File: src/rtl/cp0_pkg.sv
// Shared CP0 definitions: register indices, SR/Cause field positions, ExcCode values
// and the run/handler state encoding used by cp0_int_ctrl.
package cp0_pkg;

  localparam logic [4:0] CP0_COUNT   = 5'd9;
  localparam logic [4:0] CP0_COMPARE = 5'd11;
  localparam logic [4:0] CP0_SR      = 5'd12;
  localparam logic [4:0] CP0_CAUSE   = 5'd13;
  localparam logic [4:0] CP0_EPC     = 5'd14;
  localparam logic [4:0] CP0_PRID    = 5'd15;

  localparam int SR_IE_BIT     = 0;
  localparam int SR_EXL_BIT    = 1;
  localparam int SR_IM_LSB     = 10;
  localparam int SR_IM_MSB     = 15;
  localparam int CAUSE_EXC_LSB = 2;
  localparam int CAUSE_EXC_MSB = 6;
  localparam int CAUSE_IP_LSB  = 10;
  localparam int CAUSE_IP_MSB  = 15;

  localparam logic [4:0] EXC_INT = 5'd0;

  // EXL doubles as the state bit, so HANDLER must encode as 1.
  typedef enum logic {
    RUN     = 1'b0,
    HANDLER = 1'b1
  } cp0_state_t;

  function automatic logic [31:0] word_align(input logic [31:0] v);
    return v & 32'hFFFF_FFFC;
  endfunction

endpackage

File: src/rtl/cp0_sync.sv
// Multi-bit flop-chain synchroniser for level-sensitive asynchronous inputs.
// Output lags the input by STAGES clock edges.
module cp0_sync #(
  parameter int WIDTH  = 6,
  parameter int STAGES = 2
) (
  input  logic             clk,
  input  logic             reset_n,
  input  logic [WIDTH-1:0] d,
  output logic [WIDTH-1:0] q
);

  logic [WIDTH-1:0] chain [STAGES];

  always_ff @(posedge clk or negedge reset_n) begin
    if (!reset_n) begin
      for (int i = 0; i < STAGES; i++) chain[i] <= '0;
    end else begin
      chain[0] <= d;
      for (int i = 1; i < STAGES; i++) chain[i] <= chain[i-1];
    end
  end

  assign q = chain[STAGES-1];

endmodule

File: src/rtl/cp0_int_ctrl.sv
// CP0 interrupt controller: SR/Cause/EPC/PRId, interrupt acceptance and ERET return.
// Optional build macro CP0_TIMER_EN adds Count/Compare with a sticky timer interrupt on IP[15].
module cp0_int_ctrl
  import cp0_pkg::*;
#(
  parameter logic [31:0] PRID_VAL    = 32'h0000_7007,
  parameter int          SYNC_STAGES = 2
) (
  input  logic        clk,
  input  logic        reset_n,
  input  logic [5:0]  hw_int_i,
  input  logic [31:0] pc_i,
  input  logic        pc_valid_i,
  input  logic        cp0_we_i,
  input  logic [4:0]  cp0_addr_i,
  input  logic [31:0] cp0_wdata_i,
  input  logic        eret_i,
  output logic [31:0] cp0_rdata_o,
  output logic        int_req_o,
  output logic [31:0] epc_o,
  output logic        exl_o
);

  cp0_state_t  state_q, state_d;
  logic [5:0]  hw_sync;
  logic [5:0]  ip;
  logic [5:0]  im_q;
  logic        ie_q;
  logic [4:0]  exc_code_q;
  logic [31:0] epc_q;
  logic        exl;
  logic        pend;
  logic        int_req;
  logic        sr_we;
  logic        epc_we;

  cp0_sync #(
    .WIDTH  (6),
    .STAGES (SYNC_STAGES)
  ) u_sync (
    .clk     (clk),
    .reset_n (reset_n),
    .d       (hw_int_i),
    .q       (hw_sync)
  );

  assign sr_we  = cp0_we_i && (cp0_addr_i == CP0_SR);
  assign epc_we = cp0_we_i && (cp0_addr_i == CP0_EPC);

`ifdef CP0_TIMER_EN
  logic [31:0] count_q;
  logic [31:0] compare_q;
  logic        timer_pend_q;
  logic        count_we;
  logic        compare_we;

  assign count_we   = cp0_we_i && (cp0_addr_i == CP0_COUNT);
  assign compare_we = cp0_we_i && (cp0_addr_i == CP0_COMPARE);

  // A Compare write re-arms the timer, so it beats a same-cycle match.
  always_ff @(posedge clk or negedge reset_n) begin
    if (!reset_n) begin
      count_q      <= '0;
      compare_q    <= '0;
      timer_pend_q <= 1'b0;
    end else begin
      count_q <= count_we ? cp0_wdata_i : count_q + 32'd1;
      if (compare_we) begin
        compare_q    <= cp0_wdata_i;
        timer_pend_q <= 1'b0;
      end else if (count_q == compare_q) begin
        timer_pend_q <= 1'b1;
      end
    end
  end

  assign ip = {hw_sync[5] | timer_pend_q, hw_sync[4:0]};
`else
  assign ip = hw_sync;
`endif

  assign exl  = (state_q == HANDLER);
  assign pend = (|(ip & im_q)) & ie_q & ~exl;

  always_ff @(posedge clk or negedge reset_n) begin
    if (!reset_n) state_q <= RUN;
    else          state_q <= state_d;
  end

  // ERET wins over everything; acceptance forces EXL over a same-cycle SR write.
  always_comb begin
    state_d = state_q;
    if (eret_i)       state_d = RUN;
    else if (int_req) state_d = HANDLER;
    else if (sr_we)   state_d = cp0_state_t'(cp0_wdata_i[SR_EXL_BIT]);
  end

  always_comb begin
    int_req = 1'b0;
    case (state_q)
      RUN:     int_req = pend & pc_valid_i & ~eret_i;
      HANDLER: int_req = 1'b0;
      default: int_req = 1'b0;
    endcase
  end

  always_ff @(posedge clk or negedge reset_n) begin
    if (!reset_n) begin
      im_q       <= '0;
      ie_q       <= 1'b0;
      exc_code_q <= EXC_INT;
      epc_q      <= '0;
    end else begin
      if (sr_we) begin
        im_q <= cp0_wdata_i[SR_IM_MSB:SR_IM_LSB];
        ie_q <= cp0_wdata_i[SR_IE_BIT];
      end
      if (int_req) begin
        epc_q      <= word_align(pc_i);
        exc_code_q <= EXC_INT;
      end else if (epc_we) begin
        epc_q <= word_align(cp0_wdata_i);
      end
    end
  end

  always_comb begin
    cp0_rdata_o = '0;
    case (cp0_addr_i)
      CP0_SR: begin
        cp0_rdata_o[SR_IM_MSB:SR_IM_LSB] = im_q;
        cp0_rdata_o[SR_EXL_BIT]          = exl;
        cp0_rdata_o[SR_IE_BIT]           = ie_q;
      end
      CP0_CAUSE: begin
        cp0_rdata_o[CAUSE_IP_MSB:CAUSE_IP_LSB]   = ip;
        cp0_rdata_o[CAUSE_EXC_MSB:CAUSE_EXC_LSB] = exc_code_q;
      end
      CP0_EPC:     cp0_rdata_o = epc_q;
      CP0_PRID:    cp0_rdata_o = PRID_VAL;
`ifdef CP0_TIMER_EN
      CP0_COUNT:   cp0_rdata_o = count_q;
      CP0_COMPARE: cp0_rdata_o = compare_q;
`endif
      default:     cp0_rdata_o = '0;
    endcase
  end

  assign int_req_o = int_req;
  assign epc_o     = epc_q;
  assign exl_o     = exl;

endmodule

File: config.mk
export PLATFORM = sky130hd
export DESIGN_NAME = cp0_int_ctrl
export DESIGN_NICKNAME = d
export VERILOG_FILES = /design/src/rtl/cp0_pkg.sv /design/src/rtl/cp0_sync.sv /design/src/rtl/cp0_int_ctrl.sv
export SDC_FILE = /design/constraint.sdc
export NUM_CORES = 1
export LEC_CHECK = 0
export CORE_UTILIZATION = 39
export CTS_CLUSTER_DIAMETER = 30
export CTS_CLUSTER_SIZE = 14
export DETAILED_ROUTE_END_ITERATION = 8
export MAX_ROUTING_LAYER = met4
export PLACE_DENSITY = 0.8
export SLEW_MARGIN = 20
export SYNTH_ARGS = -nofsm -noshare
export SYNTH_HDL_FRONTEND = slang
export SYNTH_SLANG_ARGS = --single-unit
export TNS_END_PERCENT = 100
File: constraint.sdc
create_clock -name clk -period 1.4 [get_ports clk]
set_input_delay 0.28 -clock clk [delete_from_list [all_inputs] [get_ports clk]]
set_output_delay 0.28 -clock clk [all_outputs]
set_load 0.01 [all_outputs]
# Word level (Yosys, flattened, before mapping)
# Cells that the tools add are included.
totals:
  mem_count: 0
  ramBits: 0
  latchBits: 0
  inputBits: 80
  out_inout_bits: 66
  romBits: 0
  elab_cells: 33
  regBits: 52
classes:
  n_shift: 0
  n_addsub: 0
  n_lt_le_gt_ge: 0
  n_eq_ne: 4
  mul: 0
  div_mod_pow: 0
  bitwise: 7
  mux: 11
  n_reduce_logical: 5
op_table:
  columns: ["cell", "n"]
  rows:
  - ["$mux 32", 2]
  - ["$pmux 6 s4", 1]
  - ["$eq 5x4->1 const B", 4]
  - ["$mux 16", 1]
  - ["$pmux 5 s2", 1]
  - ["$and 6x6->6", 1]
  - ["$pmux 2 s3", 1]
  - ["$reduce_or 6->1", 1]
  - ["$and 1x1->1", 4]
  - ["$mux 1", 3]
  - ["$mux 3", 1]
  - ["$reduce_bool 3->1", 1]
  - ["$logic_and 1x1->1", 2]
  - ["$not 1->1", 2]
  - ["$pmux 1 s2", 1]
  - ["$reduce_bool 2->1", 1]

# Depth between registers and ports, before layout
logic_depth:
  ltp_word: 9
  ltp_mapped: 6

# By module
# From an unflattened synthesis, not the netlist that was laid out.
unflattened:
  hier_cells: 285
  hier_area_um2: 2731.4
by_module_without_submodules:
  columns: ["mod", "instances", "seq_area_each_um2", "area_each_um2", "cells_each"]
  rows:
  - ["cp0_int_ctrl", 1, 950.9, 2386.0, 267]
  - ["cp0_sync", 1, 300.3, 345.3, 18]

# Worst setup path before layout
# OpenSTA, ideal clock, no wires.
synth_timing:
  path_kind: "reg-to-output"
  startpoint: "register state_q (netlist: exl_o)"
  endpoint: "output port int_req_o"
  t_arrival_ps: 1157
  n_path_buf: 1
  t_required_ps: 1120
  stages_incl_launch_ff: 5
  setup_slack_ps: -37
  cell_sequence: "dfrtp_1 > nand4bb_1 > a31o_2 > buf_2 > inv_1"
synth_via:
  elab_chain_cells: 5
synth_lines:
  columns: ["element", "line", "rtl"]
  rows:
  - ["from (decl)", "cp0_int_ctrl.sv:24", "cp0_state_t state_q, state_d;"]
  - ["from (signal assigned)", "cp0_int_ctrl.sv:87", "else state_q <= state_d;"]
  - ["$not 1->1", "cp0_int_ctrl.sv:83, cp0_int_ctrl.sv:100", null]
  - ["$and 1x1->1", "cp0_int_ctrl.sv:83", "assign pend = (|(ip & im_q)) & ie_q & ~exl;"]
  - ["$and 1x1->1 (2 in a row)", "cp0_int_ctrl.sv:101", "RUN: int_req = pend & pc_valid_i & ~eret_i;"]
  - ["$pmux 1 s2 (*)", "cp0_int_ctrl.sv:100", "case (state_q)"]
  - ["to (decl)", "cp0_int_ctrl.sv:19", "output logic int_req_o,"]
# Every way passes the cells marked *; elsewhere a longest branch is shown, timed or not.

# Worst setup path after layout
layout_timing:
  startpoint: "register im_q[2]"
  endpoint: "output port int_req_o"
layout_via:
  elab_chain_cells: 7
layout_lines:
  columns: ["element", "line", "rtl"]
  rows:
  - ["from (decl)", "cp0_int_ctrl.sv:27", "logic [5:0] im_q;"]
  - ["from (signal assigned)", "cp0_int_ctrl.sv:115", "im_q <= cp0_wdata_i[SR_IM_MSB:SR_IM_LSB];"]
  - ["$and 6x6->6", "cp0_int_ctrl.sv:83", null]
  - ["$reduce_or 6->1", "cp0_int_ctrl.sv:83", null]
  - ["$and 1x1->1 (2 in a row)", "cp0_int_ctrl.sv:83", null]
  - ["$and 1x1->1 (2 in a row)", "cp0_int_ctrl.sv:101", null]
  - ["$pmux 1 s2", "cp0_int_ctrl.sv:100", null]
# No other way between the ends.

==> PnR_summary.wiki <==
{| class="wikitable"
! Metric !! Value
|-
| Result of the run || finished, violations left
|-
| Violated checks || setup timing
|-
| Largest clock skew in the final design || 0.005301 ns
|-
| Total vias in the final route || 3413
|-
| Final number of hold-violating endpoints || 0
|-
| Static power due to leakage || around 2.1 nW
|-
| Die height || ~85 um
|-
| Worst hold-check slack || 0.2624 ns
|-
| Global-route wire length before repair || 16300 um
|-
| Number of nets at the end of the flow || 538
|-
| Initial Utilization || 0.4136
|-
| EDFF count, synth || 0
|-
| CTS root buffer || sky130_fd_sc_hd__clkbuf_8
|-
| Ratio of routed vias to standard cells || 6.368
|-
| Aggregate global routing overflow || 0
|-
| Placed wire-length estimate || 6565 um
|-
| Total placed instance area || 0.004332 sq mm
|-
| Worst setup SP type || flop
|-
| All-layer global routing usage || 0.2966
|-
| Number of buffers inserted during clock tree synthesis || 5
|-
| Portion of the clock cycle consumed by the worst path in the final layout || 1.184
|-
| Cell chain of the critical path || a22oi_2 -> a31o_4 -> inv_2 -> buf_6
|-
| Antenna fix cells || 0
|-
| Post-route minimum period || roughly 1.7 ns
|-
| Post-synthesis area per instance || 9.628 sq um
|-
| DR WL/cell || 21.90 um
|-
| Number of design rule violations left after detail routing || 0
|-
| Count of antenna-violating nets left after detailed routing || 0
|-
| Final-layout setup total negative slack || -6.774 ns
|-
| Post-detailed-routing wire length || 11740 um
|-
| Power Total || roughly 0.0061 W
|-
| Largest buffer count on any clock path || 2
|-
| Pin count of the biggest net entering global routing || 51
|-
| Layout overhead on the synthesized area || 87.56%
|-
| Cell area after synthesis || 0.002686 sq mm
|-
| Global routing usage on met2 || 0.4751
|-
| Total setup violations reported at the end of the flow || 62
|-
| IR drop worst, VDD || roughly 0.56 mV
|-
| Crit. End Element || primary output
|-
| Clock-pin slew of the registers on the worst-case setup and hold paths || between 0.1 and 0.15 ns
|-
| Drt first pass iters || 5
|-
| Max_cap viols || 0
|-
| I/O Pins || 146
|-
| Area of the multi-input gates || 0.001519 sq mm
|-
| Yosys warning total || 0
|-
| Top delay family on crit path || compound AO/OA/AOI/OAI gates
|-
| Antenna violations before repair || 0
|-
| Overall die area || ~0.0072 sq mm
|-
| Sinks on the clock net || 50
|-
| RSZ-0062 raised after global routing || true
|-
| Worst setup path class || reg2out
|-
| Final design instance area without fill || ~0.0050 sq mm
|-
| Post-layout worst setup margin || -0.2575 ns
|-
| Number of levels in the clock H-tree || 2
|-
| Fraction of layout cells with a size suffix above 1 || 0.3813
|-
| Pins over their slew limit || 0
|-
| Routing usage on met1 || 0.3748
|-
| Required time at the worst-slack endpoint || 1.12 ns
|-
| Power per unit of standard cell area || 1213 mW/mm^2
|-
| Busiest layer in global routing || met2
|-
| Maximum achievable frequency || 0.6033 GHz
|-
| Arrival time of the worst setup path || about 1.4 ns
|-
| Maximum fanout count along the critical path || 2
|-
| Number of instances in the synthesized netlist || 279
|-
| Most instantiated flip-flop cell in the synthesis netlist || sky130_fd_sc_hd__dfrtp_1
|-
| Global Route met3 Usage || 0.05447
|-
| # fillers || 419
|-
| Crit path largest cell delay || about 0.42 ns
|-
| Sequential cell area || 0.001251 sq mm
|-
| Hold crit path type || in2reg
|-
| Sequential area share after synthesis || 0.4658
|-
| Clock latency of the later-clocked register in the worst-skew pair || between 0.3 and 0.4 ns
|-
| Floorplan row count || 29
|-
| Die width || 85.00 um
|-
| Quantity of I/O buffers inserted on ports || 141
|-
| Count of different cell masters after synthesis || 32
|-
| Post-synthesis register bit count || 50
|-
| Number of global-route vias before repair || 3277
|-
| First DRT Iteration DRCs || roughly 230
|-
| Fraction of registers with async set/reset || 1.000
|-
| Count of buffering cells on the critical path with inverters included || 2
|-
| Critical-path cell with the highest stage delay || sky130_fd_sc_hd__dfrtp_1
|-
| Final core occ || 0.7758
|-
| Weighted congestion at the end of routability-driven global placement || 0.8708
|-
| Core box area || 0.006495 sq mm
|-
| TritonCTS clock tree || yes
|}
[layout make-up]
cell class	count	area share
multi-input cells	190	0.3015
clock inverters	3	0.005711
inverters	2	0.001490
clock buffers	5	0.01366
flip-flops and latches	50	0.2483
well taps	77	0.01912
repair buffers	209	0.4102
[kinds of logic (layout without fill, tap and decap cells)]
group,after synthesis,after routing,synth area share
flops,50,50,0.4658
mux,7,7,0.02934
simple gates,67,67,0.1435
buf+inv,40,219,0.07405
compound gates,114,114,0.2860
other cells,1,2,0.001396
[routing by layer]
| layer | share of wire | wire length [um] |
|---|---|---|
| met5 | 0 | 0 |
| met1 | 0.39 | 4571 |
| met4 | 0.015 | 174 |
| met2 | 0.50 | 5848 |
| met3 | 0.097 | 1144 |
[power by group]
group / switching [W] / internal, W
clock: 0.000570 / 0.000375
sequential: 0.000410 / 0.00195
combinational: 0.00131 / 0.00150
total: 0.00229 / 0.00383
[path summary, 6_finish.rpt]
path | start | end | slack (ns) | cells past startpoint
min in group asynchronous | reset_n | exl_o | 0.46 | 3
max reg2reg | im_q[2] | epc_o[3] | -0.06 | 4
max in group asynchronous | reset_n | u_sync.q[0] | 0.68 | 3
min | eret_i | exl_o | 0.26 | 2
min reg2reg | u_sync.chain[7] | u_sync.q[1] | 0.36 | 0
max | im_q[2] | int_req_o | -0.26 | 4
[layout by cell type (no fill, tap or decap), drive strengths merged, types with 2 or more instances in the layout]
cell           synthesis  final
clkbuf                20     16
a31oi                 31     31
nand2                  2      2
and3                  23     23
a22o                   2      2
dfrtp                 50     50
clkinv                 1      2
nand4bb                2      2
conb                   1      2
nor2                   5      5
a22oi                  3      3
buf                   18    100
nand3                 31     31
mux2                   7      7
clkdlybuf4s15          0      5
a21oi                  7      7
a32oi                  3      3
a311oi                30     30
o21ai                 33     33
clkdlybuf4s50          0     70
inv                    1      3
dlygate4sd2            0     22
a221oi                 3      3
[synth_stat cells, types with 3 or more instances]
cell type	instances	area (sq um)
sky130_fd_sc_hd__a21oi_1	7	35.03
sky130_fd_sc_hd__a221oi_1	3	26.28
sky130_fd_sc_hd__a22oi_1	3	22.52
sky130_fd_sc_hd__a311oi_1	30	262.8
sky130_fd_sc_hd__a31oi_1	31	193.9
sky130_fd_sc_hd__a32oi_1	3	26.28
sky130_fd_sc_hd__and3_1	23	143.9
sky130_fd_sc_hd__buf_2	11	55.05
sky130_fd_sc_hd__buf_4	3	22.52
sky130_fd_sc_hd__buf_6	3	33.78
sky130_fd_sc_hd__clkbuf_1	19	71.32
sky130_fd_sc_hd__dfrtp_1	50	1251
sky130_fd_sc_hd__mux2_2	7	78.83
sky130_fd_sc_hd__nand3_1	31	155.2
sky130_fd_sc_hd__nor2_1	5	18.77
sky130_fd_sc_hd__o21ai_0	30	150.1
sky130_fd_sc_hd__o21ai_1	3	15.01
[timing repair]
| action | in CTS | in global routing |
|---|---|---|
| hold endpoints to repair | 50 | 0 |
| hold buffers | 1 | 0 |
| setup endpoints to repair | 102 | 72 |
| cloned | 3 | 5 |
| resized for setup | 231 | 63 |
| pin swaps | 19 | 15 |
| setup buffers | 14 | 10 |
[through the flow]
stage / cells / worst slack [ns]
after floorplan: 280 / -0.03011
after global placement: 497 / -0.9557
after detailed placement: 497 / -0.9999
after CTS: 523 / -0.2409
after global routing: 536 / -0.2868
final: 536 / -0.2575
[state kept, by name (all words and copies together), names as in the netlist]
register,cells
epc_o,30
im_q,6
u_sync.chain,6
u_sync.q,6
exl_o,1
ie_q,1
Power figures use the tool's default switching activity.
